[src/rtl/seqdet_param.sv]
// Serial sequence detector with a runtime-loadable 1..MAX_LEN bit pattern.
// Overlap and Mealy/Moore output timing are selectable; matches are counted with saturation.
module seqdet_param #(
    parameter int MAX_LEN = 8,
    parameter int CNT_W   = 8
) (
    input  logic                         clk,
    input  logic                         rst,
    input  logic                         cfg_load,
    input  logic [MAX_LEN-1:0]           cfg_pattern,
    input  logic [$clog2(MAX_LEN+1)-1:0] cfg_len,
    input  logic                         cfg_overlap,
    input  logic                         cfg_moore,
    input  logic                         en,
    input  logic                         x,
    input  logic                         clr_cnt,
    output logic                         z,
    output logic [CNT_W-1:0]             match_cnt,
    output logic                         cfg_err
);
    localparam int LW = $clog2(MAX_LEN+1);

    logic [MAX_LEN-1:0] pattern, hist, nh, mask;
    logic [LW-1:0]      len, fill, fill_inc;
    logic               overlap, moore, z_reg;
    logic               sample, match;

    always_comb begin
        nh = {hist[MAX_LEN-2:0], x};
        mask = '0;
        for (int i = 0; i < MAX_LEN; i++)
            mask[i] = (i < int'(len));
        fill_inc = (fill >= len) ? len : fill + LW'(1);
        sample = en && !cfg_load && !cfg_err && !rst;
        // fill counts only bits received since the last clear, so len-1 of them plus x form a full window
        match = sample
             && ((LW+1)'(fill) + (LW+1)'(1) >= (LW+1)'(len))
             && (((nh ^ pattern) & mask) == '0);
        z = !rst && (moore ? z_reg : match);
    end

    always_ff @(posedge clk) begin
        if (rst) begin
            pattern   <= '0;
            len       <= LW'(MAX_LEN);
            overlap   <= 1'b1;
            moore     <= 1'b1;
            hist      <= '0;
            fill      <= '0;
            z_reg     <= 1'b0;
            match_cnt <= '0;
            cfg_err   <= 1'b0;
        end else begin
            if (clr_cnt)
                match_cnt <= '0;
            else if (match && match_cnt != '1)
                match_cnt <= match_cnt + CNT_W'(1);

            z_reg <= match;

            if (cfg_load) begin
                pattern <= cfg_pattern;
                len     <= cfg_len;
                overlap <= cfg_overlap;
                moore   <= cfg_moore;
                cfg_err <= (cfg_len == '0) || (cfg_len > LW'(MAX_LEN));
                hist    <= '0;
                fill    <= '0;
                z_reg   <= 1'b0;
            end else if (sample) begin
                hist <= nh;
                // non-overlap consumes the matched bits so they cannot seed the next match
                fill <= (match && !overlap) ? '0 : fill_inc;
            end
        end
    end
endmodule

[config.mk]
export PLATFORM = sky130hd
export DESIGN_NAME = seqdet_param
export DESIGN_NICKNAME = d
export VERILOG_FILES = /design/src/rtl/seqdet_param.sv
export SDC_FILE = /design/constraint.sdc
export NUM_CORES = 1
export LEC_CHECK = 0
export ABC_AREA = 0
export BUFFER_PORTS_ARGS = -buffer_cell sky130_fd_sc_hd__buf_2
export CORE_UTILIZATION = 40
export DETAILED_ROUTE_END_ITERATION = 10
export GPL_ROUTABILITY_DRIVEN = 0
export PLACE_DENSITY_LB_ADDON = 0.25
export SLEW_MARGIN = 25
export SYNTH_ARGS = -nofsm -noshare
export SYNTH_HDL_FRONTEND = slang
export SYNTH_SLANG_ARGS = --single-unit
[constraint.sdc]
create_clock -name clk -period 2.69 [get_ports clk]
set_input_delay 0.4035 -clock clk [delete_from_list [all_inputs] [get_ports clk]]
set_output_delay 0.4035 -clock clk [all_outputs]
set_load 0.005 [all_outputs]
==> results by group <==
Power and ir drop
  • Power, Total: around 1200 uW
  • P_leak: 0.000933 uW
  • Switching pwr: 272 uW
  • Combinational fraction of design power: about an eighth
  • Switching Fraction: between 20% and 30%
  • Share of power burned in registers: between 40 and 50%
  • Cell internal pwr: just under 900 uW
  • Max IR drop VDD: 0.309 mV
  • Power per cell area: ~530 mW/mm^2
  • Clock network fraction of design power: around two fifths

Yosys
  • Fraction of the mapped netlist area in compound gates: around 15%
  • FFs w/ async S/R, synth: 0%
  • Adder-cell share of the synthesized area: around 7%
  • Simple-gate area share of the yosys netlist: between 20 and 25%
  • Commonest register cell after synthesis: dfxtp_1
  • Main area contributors after synthesis: dfxtp_1 (38%), mux2i_1 (7.1%), ha_1 (6.8%)
  • Cell taking the most area after synthesis: dfxtp_1
  • Syn Std Cell Area: around 0.0018 mm^2
  • Main combinational cell family by area after synthesis: simple AND/OR/NAND/NOR gates
  • Net count after synthesis: ~240
  • Synth top area share: a little under two fifths
  • Number of distinct library cells after synthesis: 37
  • Sequential cell area fraction in the yosys report: a little under two fifths
  • Library cell with the highest instance count after synthesis: dfxtp_1
  • Fraction of synthesized cell area in xor and xnor cells: under 10%
  • Cell types with the highest counts after synthesis: dfxtp_1 (35), nand2_1 (26), a21oi_1 (19)
  • Count of yosys warnings during synthesis: 0
  • Post-synthesis sequential element count: 35
  • Mux share of post-synthesis cell area: 9.56%
  • Average instance area after synthesis: 8.64 um^2
  • Post-synth EDFFs: 0
  • Mapped Cells: around 210

Global route
  • Total gr overflow: 0
  • Vias in the first global route: 1446
  • Wire length of the first global-routing pass: about 6900 um
  • Pin count of the biggest net entering global routing: 19
  • Antenna violations before repair: 0
  • All-Layer GR Usage: a little under a fifth

Worst setup path
  • R2R setup slack: 0.16 ns
  • Critical R2R Capture: match_cnt[0]
  • Maximum net fanout on the critical path: 3
  • FF-to-FF Start: len[0]
  • Count of cells along the worst register-to-register path: 8
  • Nature of the critical path endpoint: output port
  • Endpoint required time on the critical path: roughly 2.3 ns
  • Startpoint-to-endpoint class of the critical path: reg2out
  • Setup crit start kind: flop
  • Arr. time, crit path: 2.23 ns

Hold path
  • Count of cells along the worst hold path: 3
  • End point of the worst hold path: moore
  • Hold path start: cfg_moore
  • Worst hold-check path type: in2reg

Timing
  • Final period demand of the worst path: ~2.6 ns
  • Final setup violation count: 0
  • Final max-slew violation count: 0
  • Relative slew slack: between 50% and 60%
  • Clock Skew: 0.00350 ns
  • Timing-limited maximum frequency: about 380 MHz
  • Setup repair after global routing missed its margin: yes
  • Final Hold Violating Endpoints: 0
  • Portion of the clock cycle consumed by the worst path in the final layout: a little under 100%
  • Worst Tran Pin Value: 0.601 ns

Clocking
  • Cell chosen for the clock root: clkbuf_8
  • Total CTS buffers: 5
  • Clk pin slew, worst setup/hold paths: approximately 0.070 ns
  • Source-to-sink clock delay at the later pin of the worst-skew pair: around 0.28 ns
  • Clock tree from TritonCTS: done
  • Htree depth: 2
  • Number of sinks on the clock net: 35
  • Clock Tree Buf Depth: 2
  • Post-CTS Hold Buffers: 0

Detailed routing
  • Antenna Violating Nets Remaining: 0
  • Wire length per cell after detailed routing: 13.6 um
  • 1st-iter DRT viols: 95
  • DRC Markers: 0
  • Final wirelength: around 4100 um
  • Number of vias per cell: about 5.3
  • Drt pass-1 iters: 5
  • Vias after detailed routing: about 1.6k

Outcome
  • Run status: completed

Floorplanning
  • Number of placed I/O pins: 30
  • Number of cell rows: 24
  • Initial cell density of the core: a little over two fifths
  • Core area: ~0.0044 mm^2
  • Die width: ~70 um
  • Die outline height: around 70 um
  • Die Footprint: 0.00485 mm^2

Placed design
  • # port buffers: 29
  • Final HPWL from detailed placement: slightly above 3000 um
  • Placed insts: between 200 and 300

Job
  • Max-cap check violation count: 0

Cells and area
  • Antenna diode count: 0
  • Synth-to-Final Area Change: 19.5%
  • Share of post-route cells with drive strength above 1: between 20 and 25%
  • Layout Nets: approximately 280
  • Largest registers: match_cnt: 8 flops, pattern: 8 flops, hist: 7 flops
  • Filler-free cell count of the finished design: 300
## worst max path at each step
stage                start           end  cells after the start
floorplan           len[0]  match_cnt[5]                      6
global placement    len[3]             z                      8
detailed placement  len[3]             z                      8
CTS                 len[3]             z                      8
global route        len[0]             z                      8
finish              len[0]             z                      8
## metal layers
layer | share of wire (%) | GRT usage (%)
met2 | 45 | 27.4
met5 | 0 | 0
met4 | 0.71 | 6.00
met3 | 3.9 | 4.80
met1 | 50 | 24.8
## worst max-delay path, stage by stage (launching register included)
cell and delay (ns):
dfxtp_2 0.32, or4_4 0.52, a222oi_1 0.33, nor4b_4 0.30
nand4_4 0.14, inv_2 0.10, mux2i_1 0.06, nor2_1 0.07
buf_2 0.11
## power by group through the flow
| stage | sequential (uW) | clock [uW] | combinational [uW] |
|---|---|---|---|
| after global routing | 553 | 487 | 170 |
| after global placement | 563 | 0 | 150 |
| after detailed placement | 563 | 0 | 152 |
| after CTS | 551 | 461 | 153 |
| final | 552 | 448 | 153 |
| after floorplan | 560 | 0 | 102 |
## stage by stage
step | util [%] | TNS, ns | setup slack (ns) | hold WS (ns) | instance area (um^2)
floorplan | - | 0 | 0.400 | 0.419 | 1830
global placement | 47.1 | 0 | 0.255 | 0.448 | 2060
detailed placement | 47.1 | 0 | 0.197 | 0.464 | 2060
CTS | 49.6 | 0 | 0.0241 | 0.338 | 2170
global route | 49.9 | -0.0674 | -0.0667 | 0.347 | 2190
finish | 49.9 | 0 | 0.0607 | 0.341 | 2190
## final cells by class
class / count / area, um^2
Fill cell: 424 / 2200
Multi-Input combinational cell: 159 / 1070
Timing Repair Buffer: 39 / 220
Clock buffer: 6 / 72.6
Tap cell: 52 / 65.1
Inverter: 8 / 30.0
Clock inverter: 1 / 30.0
Sequential cell: 35 / 703
## placed cells by master, fill, tap and decap left out, types with 5 or more instances in the layout
| cell type | Yosys | layout |
|---|---|---|
| xor2_1 | 6 | 6 |
| o21ai_1 | 7 | 7 |
| nand2_1 | 26 | 26 |
| xnor2_1 | 5 | 5 |
| inv_1 | 7 | 7 |
| clkbuf_8 | 0 | 5 |
| a21oi_1 | 19 | 19 |
| buf_4 | 0 | 10 |
| mux2i_1 | 13 | 13 |
| buf_2 | 0 | 29 |
| a31oi_1 | 5 | 5 |
| nor2_1 | 18 | 18 |
| ha_1 | 10 | 10 |
| dfxtp_1 | 35 | 33 |
## cell families after synthesis
kind of cell / after synthesis
multiplexers: 17
AO/OA/AOI/OAI: 46
adder cells (fa/ha/maj): 10
buffers and inverters: 18
AND/OR/NAND/NOR: 75
flip-flops: 35
XOR/XNOR: 11
## repair_timing
action                     CTS  global route
pin swaps                    1             2
buffers inserted             1             1
setup endpoints to repair    1             1
hold endpoints to repair     0             0
resized for setup            0             4
No activity file was read; power rests on OpenSTA's default activity.
